$ cat config.mk
export PLATFORM = sky130hd
export DESIGN_NAME = wb_master_arbiter
export DESIGN_NICKNAME = d
export VERILOG_FILES = /design/src/rtl/wb_master_arbiter.sv
export SDC_FILE = /design/constraint.sdc
export NUM_CORES = 1
export LEC_CHECK = 0
export ABC_AREA = 1
export BUFFER_PORTS_ARGS = -buffer_cell sky130_fd_sc_hd__buf_2
export CAP_MARGIN = 20
export CORE_AREA = 2 2 158 160
export CTS_BUF_LIST = sky130_fd_sc_hd__clkbuf_8
export DETAILED_ROUTE_END_ITERATION = 7
export DIE_AREA = 0 0 160 162
export HOLD_SLACK_MARGIN = 0.12
export PLACE_DENSITY_LB_ADDON = 0.25
export SYNTH_ARGS = -nofsm -noshare
export SYNTH_HDL_FRONTEND = slang
export SYNTH_SLANG_ARGS = --single-unit
$ cat constraint.sdc
create_clock -name PHY_CLK33_I -period 18.6 [get_ports PHY_CLK33_I]
set_clock_uncertainty 0.05 [all_clocks]
set_input_delay 3.72 -clock PHY_CLK33_I [delete_from_list [all_inputs] [get_ports PHY_CLK33_I]]
set_output_delay 3.72 -clock PHY_CLK33_I [all_outputs]
set_load 0.005 [all_outputs]
$ cat src/rtl/wb_master_arbiter.sv
// Round-robin arbiter sharing one Wishbone master port between three requesters.
// Optional BUSY timeout abort is built when WB_ARB_TIMEOUT_EN is defined.
module wb_master_arbiter #(
    parameter int TIMEOUT_CYCLES = 256
) (
    input  logic        PHY_CLK33_I,
    input  logic        PHY_RST_I,
    input  logic [31:0] M0_WB_ADD_I,
    input  logic [31:0] M0_WB_DATA_I,
    output logic [31:0] M0_WB_DATA_O,
    input  logic        M0_WB_STB_I,
    input  logic        M0_WB_WE_I,
    output logic        M0_WB_ACK_O,
    output logic        M0_WB_VALID_O,
    output logic        M0_WB_ERR_O,
    input  logic [31:0] M1_WB_ADD_I,
    input  logic [31:0] M1_WB_DATA_I,
    output logic [31:0] M1_WB_DATA_O,
    input  logic        M1_WB_STB_I,
    input  logic        M1_WB_WE_I,
    output logic        M1_WB_ACK_O,
    output logic        M1_WB_VALID_O,
    output logic        M1_WB_ERR_O,
    input  logic [31:0] M2_WB_ADD_I,
    input  logic [31:0] M2_WB_DATA_I,
    output logic [31:0] M2_WB_DATA_O,
    input  logic        M2_WB_STB_I,
    input  logic        M2_WB_WE_I,
    output logic        M2_WB_ACK_O,
    output logic        M2_WB_VALID_O,
    output logic        M2_WB_ERR_O,
    output logic [31:0] ARB_WB_ADD_O,
    output logic [31:0] ARB_WB_DATA_O,
    input  logic [31:0] ARB_WB_DATA_I,
    input  logic        ARB_WB_ACK_I,
    input  logic        ARB_WB_VALID_I,
    output logic        ARB_WB_STB_O,
    output logic        ARB_WB_WE_O,
    output logic [1:0]  ARB_GNT_O
);
    typedef enum logic [1:0] {S_IDLE, S_BUSY, S_RELEASE} state_t;

    if (TIMEOUT_CYCLES < 2 || TIMEOUT_CYCLES > 65535) begin : g_bad_timeout
        $error("TIMEOUT_CYCLES out of range 2..65535");
    end

    logic [31:0] w_add [3];
    logic [31:0] w_wdat [3];
    logic [2:0]  w_stb, w_we;

    assign w_add[0]  = M0_WB_ADD_I;
    assign w_add[1]  = M1_WB_ADD_I;
    assign w_add[2]  = M2_WB_ADD_I;
    assign w_wdat[0] = M0_WB_DATA_I;
    assign w_wdat[1] = M1_WB_DATA_I;
    assign w_wdat[2] = M2_WB_DATA_I;
    assign w_stb     = {M2_WB_STB_I, M1_WB_STB_I, M0_WB_STB_I};
    assign w_we      = {M2_WB_WE_I, M1_WB_WE_I, M0_WB_WE_I};

    state_t      r_state, w_state_nxt;
    logic [1:0]  r_gnt, w_gnt_nxt, r_last, w_last_nxt, w_pick;
    logic [31:0] r_arb_add, w_arb_add_nxt, r_arb_dat, w_arb_dat_nxt;
    logic        r_arb_stb, w_arb_stb_nxt, r_arb_we, w_arb_we_nxt;
    logic [2:0]  r_ack, w_ack_nxt, r_vld, w_vld_nxt;
    logic [31:0] r_rdat [3];
    logic [31:0] w_rdat_nxt [3];
    logic        w_win_stb, w_timeout;

`ifdef WB_ARB_TIMEOUT_EN
    localparam int CNT_W = $clog2(TIMEOUT_CYCLES + 1);
    logic [CNT_W-1:0] r_cnt, w_cnt_nxt;
    logic [2:0]       r_err, w_err_nxt;
    assign w_timeout = (r_cnt == CNT_W'(TIMEOUT_CYCLES - 1));
`else
    assign w_timeout = 1'b0;
`endif

    // First requesting master after the last owner, wrapping 2 -> 0.
    function automatic logic [1:0] pick(input logic [1:0] last, input logic [2:0] stb);
        int   idx;
        logic found;
        pick  = 2'd3;
        found = 1'b0;
        for (int i = 1; i <= 3; i++) begin
            idx = (int'(last) + i) % 3;
            if (!found && stb[idx]) begin
                pick  = 2'(idx);
                found = 1'b1;
            end
        end
    endfunction

    assign w_pick = pick(r_last, w_stb);

    always_comb begin
        w_win_stb = 1'b0;
        for (int n = 0; n < 3; n++)
            if (r_gnt == 2'(n)) w_win_stb = w_stb[n];
    end

    always_ff @(posedge PHY_CLK33_I or posedge PHY_RST_I) begin
        if (PHY_RST_I) begin
            r_state   <= S_IDLE;
            r_gnt     <= 2'd3;
            r_last    <= 2'd2;
            r_arb_add <= '0;
            r_arb_dat <= '0;
            r_arb_stb <= 1'b0;
            r_arb_we  <= 1'b0;
            r_ack     <= '0;
            r_vld     <= '0;
            for (int n = 0; n < 3; n++) r_rdat[n] <= '0;
`ifdef WB_ARB_TIMEOUT_EN
            r_cnt     <= '0;
            r_err     <= '0;
`endif
        end else begin
            r_state   <= w_state_nxt;
            r_gnt     <= w_gnt_nxt;
            r_last    <= w_last_nxt;
            r_arb_add <= w_arb_add_nxt;
            r_arb_dat <= w_arb_dat_nxt;
            r_arb_stb <= w_arb_stb_nxt;
            r_arb_we  <= w_arb_we_nxt;
            r_ack     <= w_ack_nxt;
            r_vld     <= w_vld_nxt;
            for (int n = 0; n < 3; n++) r_rdat[n] <= w_rdat_nxt[n];
`ifdef WB_ARB_TIMEOUT_EN
            r_cnt     <= w_cnt_nxt;
            r_err     <= w_err_nxt;
`endif
        end
    end

    always_comb begin
        w_state_nxt = r_state;
        case (r_state)
            S_IDLE:    if (|w_stb) w_state_nxt = S_BUSY;
            S_BUSY:    if (ARB_WB_ACK_I || !w_win_stb || w_timeout) w_state_nxt = S_RELEASE;
            S_RELEASE: if (!w_win_stb && !ARB_WB_ACK_I) w_state_nxt = S_IDLE;
            default:   w_state_nxt = S_IDLE;
        endcase
    end

    always_comb begin
        w_gnt_nxt     = r_gnt;
        w_last_nxt    = r_last;
        w_arb_add_nxt = r_arb_add;
        w_arb_dat_nxt = r_arb_dat;
        w_arb_stb_nxt = r_arb_stb;
        w_arb_we_nxt  = r_arb_we;
        w_ack_nxt     = '0;
        w_vld_nxt     = '0;
        for (int n = 0; n < 3; n++) w_rdat_nxt[n] = r_rdat[n];
`ifdef WB_ARB_TIMEOUT_EN
        w_cnt_nxt     = r_cnt;
        w_err_nxt     = '0;
`endif
        case (r_state)
            S_IDLE: begin
`ifdef WB_ARB_TIMEOUT_EN
                w_cnt_nxt = '0;
`endif
                if (|w_stb) begin
                    w_gnt_nxt     = w_pick;
                    w_arb_stb_nxt = 1'b1;
                    for (int n = 0; n < 3; n++)
                        if (w_pick == 2'(n)) begin
                            w_arb_add_nxt = w_add[n];
                            w_arb_dat_nxt = w_wdat[n];
                            w_arb_we_nxt  = w_we[n];
                        end
                end
            end
            S_BUSY: begin
                // ACK outranks both an abort and a timeout in the same cycle.
                if (ARB_WB_ACK_I) begin
                    w_arb_stb_nxt = 1'b0;
                    for (int n = 0; n < 3; n++)
                        if (r_gnt == 2'(n)) begin
                            w_ack_nxt[n]  = 1'b1;
                            w_vld_nxt[n]  = ARB_WB_VALID_I;
                            w_rdat_nxt[n] = ARB_WB_DATA_I;
                        end
                end else if (!w_win_stb) begin
                    w_arb_stb_nxt = 1'b0;
                end else if (w_timeout) begin
                    w_arb_stb_nxt = 1'b0;
                    for (int n = 0; n < 3; n++)
                        if (r_gnt == 2'(n)) begin
                            w_ack_nxt[n]  = 1'b1;
                            w_rdat_nxt[n] = 32'hFFFF_FFFF;
`ifdef WB_ARB_TIMEOUT_EN
                            w_err_nxt[n]  = 1'b1;
`endif
                        end
                end else begin
`ifdef WB_ARB_TIMEOUT_EN
                    if (r_cnt != {CNT_W{1'b1}}) w_cnt_nxt = r_cnt + 1'b1;
`endif
                end
            end
            S_RELEASE: begin
                if (!w_win_stb && !ARB_WB_ACK_I) begin
                    w_last_nxt = r_gnt;
                    w_gnt_nxt  = 2'd3;
                end
            end
            default: w_gnt_nxt = 2'd3;
        endcase
    end

    assign ARB_WB_ADD_O  = r_arb_add;
    assign ARB_WB_DATA_O = r_arb_dat;
    assign ARB_WB_STB_O  = r_arb_stb;
    assign ARB_WB_WE_O   = r_arb_we;
    assign ARB_GNT_O     = r_gnt;
    assign M0_WB_ACK_O   = r_ack[0];
    assign M1_WB_ACK_O   = r_ack[1];
    assign M2_WB_ACK_O   = r_ack[2];
    assign M0_WB_VALID_O = r_vld[0];
    assign M1_WB_VALID_O = r_vld[1];
    assign M2_WB_VALID_O = r_vld[2];
    assign M0_WB_DATA_O  = r_rdat[0];
    assign M1_WB_DATA_O  = r_rdat[1];
    assign M2_WB_DATA_O  = r_rdat[2];
`ifdef WB_ARB_TIMEOUT_EN
    assign M0_WB_ERR_O   = r_err[0];
    assign M1_WB_ERR_O   = r_err[1];
    assign M2_WB_ERR_O   = r_err[2];
`else
    assign M0_WB_ERR_O   = 1'b0;
    assign M1_WB_ERR_O   = 1'b0;
    assign M2_WB_ERR_O   = 1'b0;
`endif
endmodule

## Word-level counts from Yosys, hierarchy flattened

Index checks and enable logic that the tools add are counted.

- Register bits: 174
- Bits of input ports: 234
- Output and inout bits: 173
- Word-level logic and storage cells: 101

- Add/subtract/negate cells: 3
- Div/mod/pow operators: 3
- Magnitude comparators: 3
- Equality and inequality tests: 10
- Muxes and demuxes: 47
- Bitwise gates (word level): 1
- Reductions and logical operators: 22

Operator list:

| operator | number |
|---|---|
| $mux W32 | 6 |
| $lt A32 B4 Y1 const B | 3 |
| $mod A32 B3 Y32 const B | 3 |
| $mux W1 | 23 |
| $reduce_and A3 Y1 | 7 |
| $mux W2 | 8 |
| $mux W3 | 4 |
| $pmux W2 S3 | 2 |
| $add A2 B2 Y3 const B | 2 |
| $bmux W1 S2 | 3 |
| $eq A2 B1 Y1 const B | 3 |
| $eq A2 B2 Y1 const B | 3 |
| $logic_not A2 Y1 | 3 |
| $ne A2 B2 Y1 const B | 3 |
| $logic_not A1 Y1 | 4 |
| $add A2 B1 Y3 const B | 1 |
| $logic_and A1 B1 Y1 | 3 |
| $ne A3 B3 Y1 const B | 1 |
| $reduce_bool A3 Y1 | 1 |
| $reduce_or A3 Y1 | 1 |
| $pmux W1 S2 | 1 |
| $reduce_and A2 Y1 | 1 |
| $reduce_bool A2 Y1 | 1 |
| $logic_or A1 B1 Y1 | 1 |
| $not A1 Y1 | 1 |

## Logic depth before layout (Yosys ltp)

Gate-level depths: netlist of run 1.

- Depth after elaboration: 16
- Mapped depth: 17
- Gate-level depth less buffers: 15

## Least setup slack after synthesis of run 1

Ideal clock, no wire load.

- Path kind: input to register
- From: input M1_WB_STB_I
- To: register r_arb_add[0], in the netlist ARB_WB_ADD_O[0]
- Library setup time: 0.117 ns
- Data arrival time: 4.904 ns
- Required time: 18.433 ns
- Setup slack: 13.529 ns
- Stages on the path: 14
- Buffers on the path: 2
- Cell sequence: inv_1 -> nand2_1 -> nand3_2 -> nand2_2 -> nor2_2 -> nand3_1 -> nand3_2 -> nand2_1 -> buf_4 -> buf_2 -> nand2_1 -> nand3_1 -> nand2_1 -> nand2_1

- Cells in the longest elaborated chain, start to end: 13
- Elaborated cells between the ends (all ways): 26
- Those cells by class: eq/ne: 2; mux: 16; reduce/logical: 8

RTL lines:

| what | RTL line | text |
|---|---|---|
| start, declared | 19 | `input logic M1_WB_STB_I,` |
| $bmux W1 S2 | 86 | `if (!found && stb[idx]) begin` |
| $mux W1 (not written as such) (2 in series) | 86 |  |
| $mux W1 | 86 |  |
| $logic_not A1 Y1 | 86 |  |
| $logic_and A1 B1 Y1 | 86 |  |
| $mux W1 | 86 |  |
| $logic_not A1 Y1 | 86 |  |
| $logic_and A1 B1 Y1 | 86 |  |
| $mux W2 | 86 |  |
| $eq A2 B1 Y1 (tied with other cells) | 168 | `if (w_pick == 2'(n)) begin` |
| $reduce_bool A3 Y1 (no line) / $mux W32 (equally long branches) | - |  |
| $reduce_and A3 Y1 (no line) / $mux W32 (equally long branches) | - |  |
| end signal, assigned | 121 | `r_arb_add <= w_arb_add_nxt;` |
| end, declared | 62 | `logic [31:0] r_arb_add, w_arb_add_nxt, r_arb_dat, w_arb_dat_nxt;` |

Parallel ways exist; a longest one is shown, timed or not. The select of a mux whose other input is x is not followed.
A chain may end at the register's enable or synchronous reset.

## Final worst setup path of run 1

- From: input M1_WB_STB_I
- To: register r_arb_add[5], in the netlist ARB_WB_ADD_O[5]

Same word-level chain as after synthesis.

==> results.cfg, run 1 <==
[routing]
postRouteAntennaNets = 0
drt_iter0_markers = 595
detail_route.first_pass.iterations = 5
totalWireLength_mm = 26.9
routed_via_density = 4.65
wire_per_inst_um = 14.9
via_count = 8376
route.detailed.drc = 0

[logic_synthesis]
synth_top_family_by_area = simple AND/OR/NAND/NOR gates
synth_compound_area_frac = 0.0664
netlist_area_um2 = 8350
post_synth_mux_area_share = 0
synth_seq_area_share = 0.522
syn_avg_cell_area_um2 = 7.58
netlist_instances = 1101
synth.distinct_cells = 25
synth_xor_area_frac = 0
ys_warn_count = 0
ys_ff_latch = 174
synthAdderAreaFrac = 0.00600
synthSimpleGateAreaFrac = 0.335

[critical_path]
path_cells = buf_2 > inv_1 > nand2_1 > nand3_2 > nand2_2 > nor2_2 > nand3_1 > nand3_2 > buf_4 > nand2_1 > nand2_4 > buf_4 > nor2_1 > nand2_1 > nand2_1
crit_top_cell = nand2_1
worstPathRequired_ns = 18.89
critPathTopFamily = buffers and inverters
worstSetupStartpointType = input port
criticalPathCategory = in2reg
crit_path_max_incr_delay_ns = 0.81
arrival_ns = 6.80
crit_slowest_cell = buf_4
end_kind = flop
cp_num_buf_inv = 4
crit_fanout = 102

[place]
dp_hpwl_mm = 19.5
portBuffers = 403
pre_cts_slack_ns = 11.61
place.gp.congestion = 0.887

[run_status]
status = finished, final reports clean

[finish]
mostFrequentLayoutCell = buf_2
layout-drive-gt1-share = 0.313
fillers = 2588
syn2layout_area_growth_pct = 30.7
layout_common_cells = buf_2, nand2_1, dfrtp_1
nNetsFinal = 1700

[global_routing]
grt_pass1_vias = 8046
track_usage = 0.205
gr-total-overflow = 0
grt_max_degree = 103
antenna_found_initial = 6
grt_pass1_wl_mm = 42.5

[floorplanning]
rows = 57
die_area_um2 = 25900
initial_core_util = 0.346
ios = 407
die_x_um = 160
die_height_um = 162
coreArea_um2 = 24100

[timing]
layout_setup_ws_ns = 12.09
tightest_slew_ns = 1.04
hold_violations = 0
tns_ns = 0
drv_slew = 0
maxSlewHeadroom = 0.310
period_needed_ns = 6.51
rsz0062_at_grt = false
min_period_over_period = 0.350
final-setup-viol-count = 0
clock.fmax_mhz = 153

[run]
cap_violations = 0

[clock_network]
cts_tree = done
cts_repair_resize_count = 0
clkLatencyLatePin_ns = 0.45
hold_buffers = 0
cts.sinks = 174
cts.path.max_buffers = 2
clkTransAtPathRegs_ns = 0.10
cts_buffers = 17
htree_levels = 4
cts-root-buf = clkbuf_8
cts_setup_buffers = 0

[pwr]
leakagePower_nw = 6.32
ir_drop_mv = 0.167
p_per_area_nw_per_um2 = 208

[hold_path]
hp-class = reg2reg
worst reg2reg max path, cell delays in order, from the launching register on:
cell and delay, ns:
dfrtp_1 0.42, inv_1 0.08, ha_1 0.40, inv_2 0.10, nand2_1 0.08, nand3_2 0.09
nand2_2 0.15, nand3_1 0.18, nand3_2 0.11, buf_4 0.55, nand2_1 0.20, nand2_4 0.30
buf_4 0.81, nor2_1 0.18, nand2_1 0.11, nand2_1 0.06
final cells by class:
| cell class | instances | area [µm²] | area share |
|---|---|---|---|
| clock buffer | 17 | 234 | 0.0214 |
| clock inverter | 15 | 169 | 0.0155 |
| timing repair buffer | 413 | 2090 | 0.192 |
| tap | 324 | 405 | 0.0372 |
| sequential | 174 | 4360 | 0.399 |
| multi-input combinational | 801 | 3430 | 0.315 |
| inverter | 55 | 211 | 0.0194 |
| antenna | 4 | 10.0 | 0.000917 |
routing by layer:
metal  vias up  global-route usage  wire length [µm]
met2       312               0.337             12900
met5         -                   0                30
met3        42              0.0613              2200
met4         4              0.0766               655
met1      3819               0.257             11200
li1       4199                   -                 -
report_power, final:
part	leakage, nW	internal (W)	total, W	switching [W]
Clock	0.205	0.000102	0.000265	0.000163
Combinational	3.93	0.000468	0.00134	0.000873
Sequential	2.18	0.000566	0.000662	0.0000961
worst paths after layout:
path | start | end | slack [ns] | cells past startpoint
max | M1_WB_STB_I | ARB_WB_ADD_O[5] | 12.09 | 15
max reg2reg | r_last[0] | ARB_WB_ADD_O[5] | 14.62 | 15
min in group asynchronous | PHY_RST_I | M0_WB_DATA_O[2] | 3.32 | 2
max in group asynchronous | PHY_RST_I | ARB_WB_DATA_O[0] | 13.33 | 4
min reg2reg | ARB_WB_ADD_O[12] | ARB_WB_ADD_O[12] | 0.43 | 2
min | ARB_WB_ADD_O[12] | ARB_WB_ADD_O[12] | 0.43 | 2
logic make-up (layout without fill, tap and decap cells):
| group | Yosys count | after routing |
|---|---|---|
| compound gates | 109 | 109 |
| other cells | 1 | 7 |
| flops | 174 | 174 |
| fa+ha+maj | 4 | 4 |
| buf+inv | 128 | 500 |
| simple gates | 685 | 685 |
Yosys cell counts (all sizes together):
master,n,area share
a21oi,3,0.0018
nand3b,1,0.00090
o211ai,1,0.00090
nor2,138,0.062
nor3,2,0.0012
ha,4,0.0060
dfstp,3,0.0094
nand4,2,0.0015
inv,55,0.025
o31ai,1,0.00090
nand2,393,0.18
o21ai,104,0.063
clkbuf,28,0.013
buf,45,0.033
conb,1,0.00045
dfrtp,171,0.51
nand3,149,0.092
flip-flops by register name (all words and copies together) (netlist names):
| register | count |
|---|---|
| M2_WB_DATA_O | 32 |
| r_vld | 3 |
| r_ack | 3 |
| ARB_WB_DATA_O | 32 |
| ARB_WB_STB_O | 1 |
| ARB_WB_ADD_O | 32 |
| r_last | 2 |
| ARB_WB_WE_O | 1 |
| ARB_GNT_O | 2 |
| M0_WB_DATA_O | 32 |
| r_state | 2 |
| M1_WB_DATA_O | 32 |
through the flow:
stage | power, W | utilization | std cells | hold WS, ns | instance area (µm²)
after global placement | 0.00199 | 0.436 | 1767 | 0.407 | 10500
after detailed placement | 0.00202 | 0.436 | 1767 | 0.409 | 10500
after global routing | 0.00252 | 0.453 | 1803 | 0.455 | 10900
final | 0.00227 | 0.453 | 1803 | 0.431 | 10900
after CTS | 0.00230 | 0.452 | 1799 | 0.436 | 10900
after floorplan | 0.00162 | - | 1103 | 0.422 | 8360
(Power assumes the default switching activity.)
==> inputs of run 2 (changes only) <==
--- a/config.mk
+++ b/config.mk
@@ -5,13 +5,13 @@
 export SDC_FILE = /design/constraint.sdc
 export NUM_CORES = 1
 export LEC_CHECK = 0
-export ABC_AREA = 1
+export ABC_AREA = 0
 export BUFFER_PORTS_ARGS = -buffer_cell sky130_fd_sc_hd__buf_2
 export CAP_MARGIN = 20
-export CORE_AREA = 2 2 158 160
+export CORE_AREA = 2 2 160 162
 export CTS_BUF_LIST = sky130_fd_sc_hd__clkbuf_8
 export DETAILED_ROUTE_END_ITERATION = 7
-export DIE_AREA = 0 0 160 162
+export DIE_AREA = 0 0 162 164
 export HOLD_SLACK_MARGIN = 0.12
 export PLACE_DENSITY_LB_ADDON = 0.25
 export SYNTH_ARGS = -nofsm -noshare
==> constraint.sdc (replaced) <==
create_clock -name PHY_CLK33_I -period 5.85 [get_ports PHY_CLK33_I]
set_clock_uncertainty 0.05 [all_clocks]
set_input_delay 1.17 -clock PHY_CLK33_I [delete_from_list [all_inputs] [get_ports PHY_CLK33_I]]
set_output_delay 1.17 -clock PHY_CLK33_I [all_outputs]
set_load 0.005 [all_outputs]
==> results.cfg, run 2 <==
[clock_network]
cts.sinks = 174
hold_buffers = 0
clkTransAtPathRegs_ns = 0.11
htree_levels = 4
cts_tree = done
cts_repair_resize_count = 0
cts_buffers = 17
cts.path.max_buffers = 2
cts_setup_buffers = 0
cts-root-buf = clkbuf_8
clkLatencyLatePin_ns = 0.45

[finish]
layout_common_cells = buf_2, dfrtp_1, nand2_1
layout-drive-gt1-share = 0.508
antenna_cells = 0
syn2layout_area_growth_pct = 31.1
nNetsFinal = 1344
fin_area_um2 = 11100
mostFrequentLayoutCell = buf_2
finish.utilization = 0.449

[critical_path]
cp_num_cells = 7
end_kind = flop
crit_slowest_cell = buf_4
criticalPathCategory = reg2reg
reg2reg_to = ARB_WB_ADD_O[23]
reg2reg_depth = 7
arrival_ns = 3.79
cp_num_buf_inv = 1
crit_path_max_incr_delay_ns = 0.83
endpoint = ARB_WB_ADD_O[23]
path_cells = ha_1 > mux2i_1 > o22ai_2 > mux2i_1 > a21oi_4 > buf_4 > a221oi_1
r2r_start = r_last[1]
crit_top_cell = mux2i_1
r2r_slack_ns = 2.28
crit_start = r_last[1]
critPathTopFamily = compound AO/OA/AOI/OAI gates
worstPathRequired_ns = 6.08
worstSetupStartpointType = flop
crit_fanout = 51

[routing]
via_count = 6944
detail_route.first_pass.iterations = 4
route.detailed.drc = 0
totalWireLength_mm = 26.1
postRouteAntennaNets = 0
wire_per_inst_um = 18.0
drt_iter0_markers = 366
routed_via_density = 4.79

[place]
place.gp.congestion = 0.783
place_area_um2 = 10700
dp_hpwl_mm = 18.6
portBuffers = 403

[logic_synthesis]
ys_ff_latch = 174
synth-async-reset-ratio = 1.00
syn_avg_cell_area_um2 = 11.7
synth_most_common_cell = dfrtp_1
synth_area_leaders = dfrtp_1, a221oi_2, mux2i_1
synth_top_flop_cell = dfrtp_1
yosys.area.top_type_share = 0.503
synth_seq_area_share = 0.513
synth.distinct_cells = 48
synth_commonest_cells = dfrtp_1, nand2_1, inv_1, mux2i_1, nor3_1
synth_top_area_cell = dfrtp_1
netlist_instances = 727
netlist_area_um2 = 8500
ys_warn_count = 0
synth_edf_count = 0

[hold_path]
hp-class = reg2reg
holdPathStages = 2

[pwr]
leakagePower_nw = 5.75
finalPower_w = 0.00684
p_per_area_nw_per_um2 = 614
ir_drop_mv = 0.844

[floorplanning]
initial_core_util = 0.343
rows = 58
die_x_um = 162
die_area_um2 = 26600
ios = 407
coreArea_um2 = 24800
die_height_um = 164

[timing]
tightest_slew_ns = 1.03
rsz0062_at_grt = false
maxSlewHeadroom = 0.313
drv_slew = 0
hold_violations = 0
period_needed_ns = 3.57
min_period_over_period = 0.610
final-setup-viol-count = 0
clock.fmax_mhz = 280
tns_ns = 0

[global_routing]
track_usage = 0.190
grt_pass1_vias = 6811
grt_max_degree = 175
gr-total-overflow = 0
grt_pass1_wl_mm = 39.1
antenna_found_initial = 0

[run_status]
status = finished, final reports clean

[run]
cap_violations = 0
-- run 2: changes by cell type after synthesis, sizes merged, moves of 11 or more --
| cell | change |
|---|---|
| a221oi | +65 |
| clkbuf | -11 |
| inv | +17 |
| mux2 | +66 |
| mux2i | +70 |
| nand2 | -291 |
| nand3 | -149 |
| nor2 | -136 |
| nor3 | +66 |
| o21ai | -95 |
-- run 2: final cells by class --
class,instances,area (µm²)
clock buffer,17,234
clock inverter,15,200
fill,2436,13700
inverter,72,274
multi-input combinational,427,3550
sequential,174,4360
tap,330,413
timing repair buffer,414,2110
-- run 2: worst min path at each step --
| stage | endpoint | start |
|---|---|---|
| 6_report | M1_WB_DATA_O[8] | M1_WB_DATA_O[8] |
| 2_1_floorplan | M1_WB_DATA_O[0] | M1_WB_DATA_O[0] |
| 3_3_place_gp | M1_WB_DATA_O[12] | M1_WB_DATA_O[12] |
| 3_5_place_dp | M1_WB_DATA_O[2] | M1_WB_DATA_O[2] |
| 4_1_cts | M1_WB_DATA_O[8] | M1_WB_DATA_O[8] |
| 5_1_grt | M1_WB_DATA_O[2] | M1_WB_DATA_O[2] |
-- run 2: per-layer routing --
metal	track usage	share of wire	vias up
met2	0.306	0.49	234
met5	0	0	-
met3	0.0414	0.057	42
met4	0.0716	0.027	0
met1	0.253	0.43	3350
li1	-	-	3318
-- run 2: cells by family (layout without fill, tap and decap cells) --
| logic type | Yosys count | count (layout) | share of synthesized area |
|---|---|---|---|
| multiplexers | 136 | 136 | 0.170 |
| adder cells (fa/ha/maj) | 4 | 4 | 0.00589 |
| AO/OA/AOI/OAI | 94 | 94 | 0.134 |
| other | 1 | 3 | 0.000441 |
| flip-flops | 174 | 174 | 0.513 |
| AND/OR/NAND/NOR | 190 | 190 | 0.100 |
| buffers and inverters | 128 | 518 | 0.0771 |
-- run 2: metrics by stage --
stage	std cells	setup WS [ns]	hold slack [ns]
2_1_floorplan	729	2.41	0.420
3_3_place_gp	1417	1.84	0.403
3_5_place_dp	1417	1.77	0.407
4_1_cts	1449	2.20	0.432
5_1_grt	1449	2.02	0.453
6_report	1449	2.28	0.426
-- run 2: power breakdown --
part / switching, W / internal, W / total, W
registers: 0.000300 / 0.00179 / 0.00209
logic: 0.00216 / 0.00171 / 0.00386
clock network: 0.000556 / 0.000338 / 0.000894
total: 0.00301 / 0.00383 / 0.00684
-- run 2: worst register-to-register path, delay by kind of cell (launching register included) --
kind                     cells  cell delay [ns]
AO/OA/AOI/OAI                3             1.04
adder cells (fa/ha/maj)      1             0.27
buffers and inverters        1             0.85
flip-flops                   1             0.57
multiplexers                 2             0.62
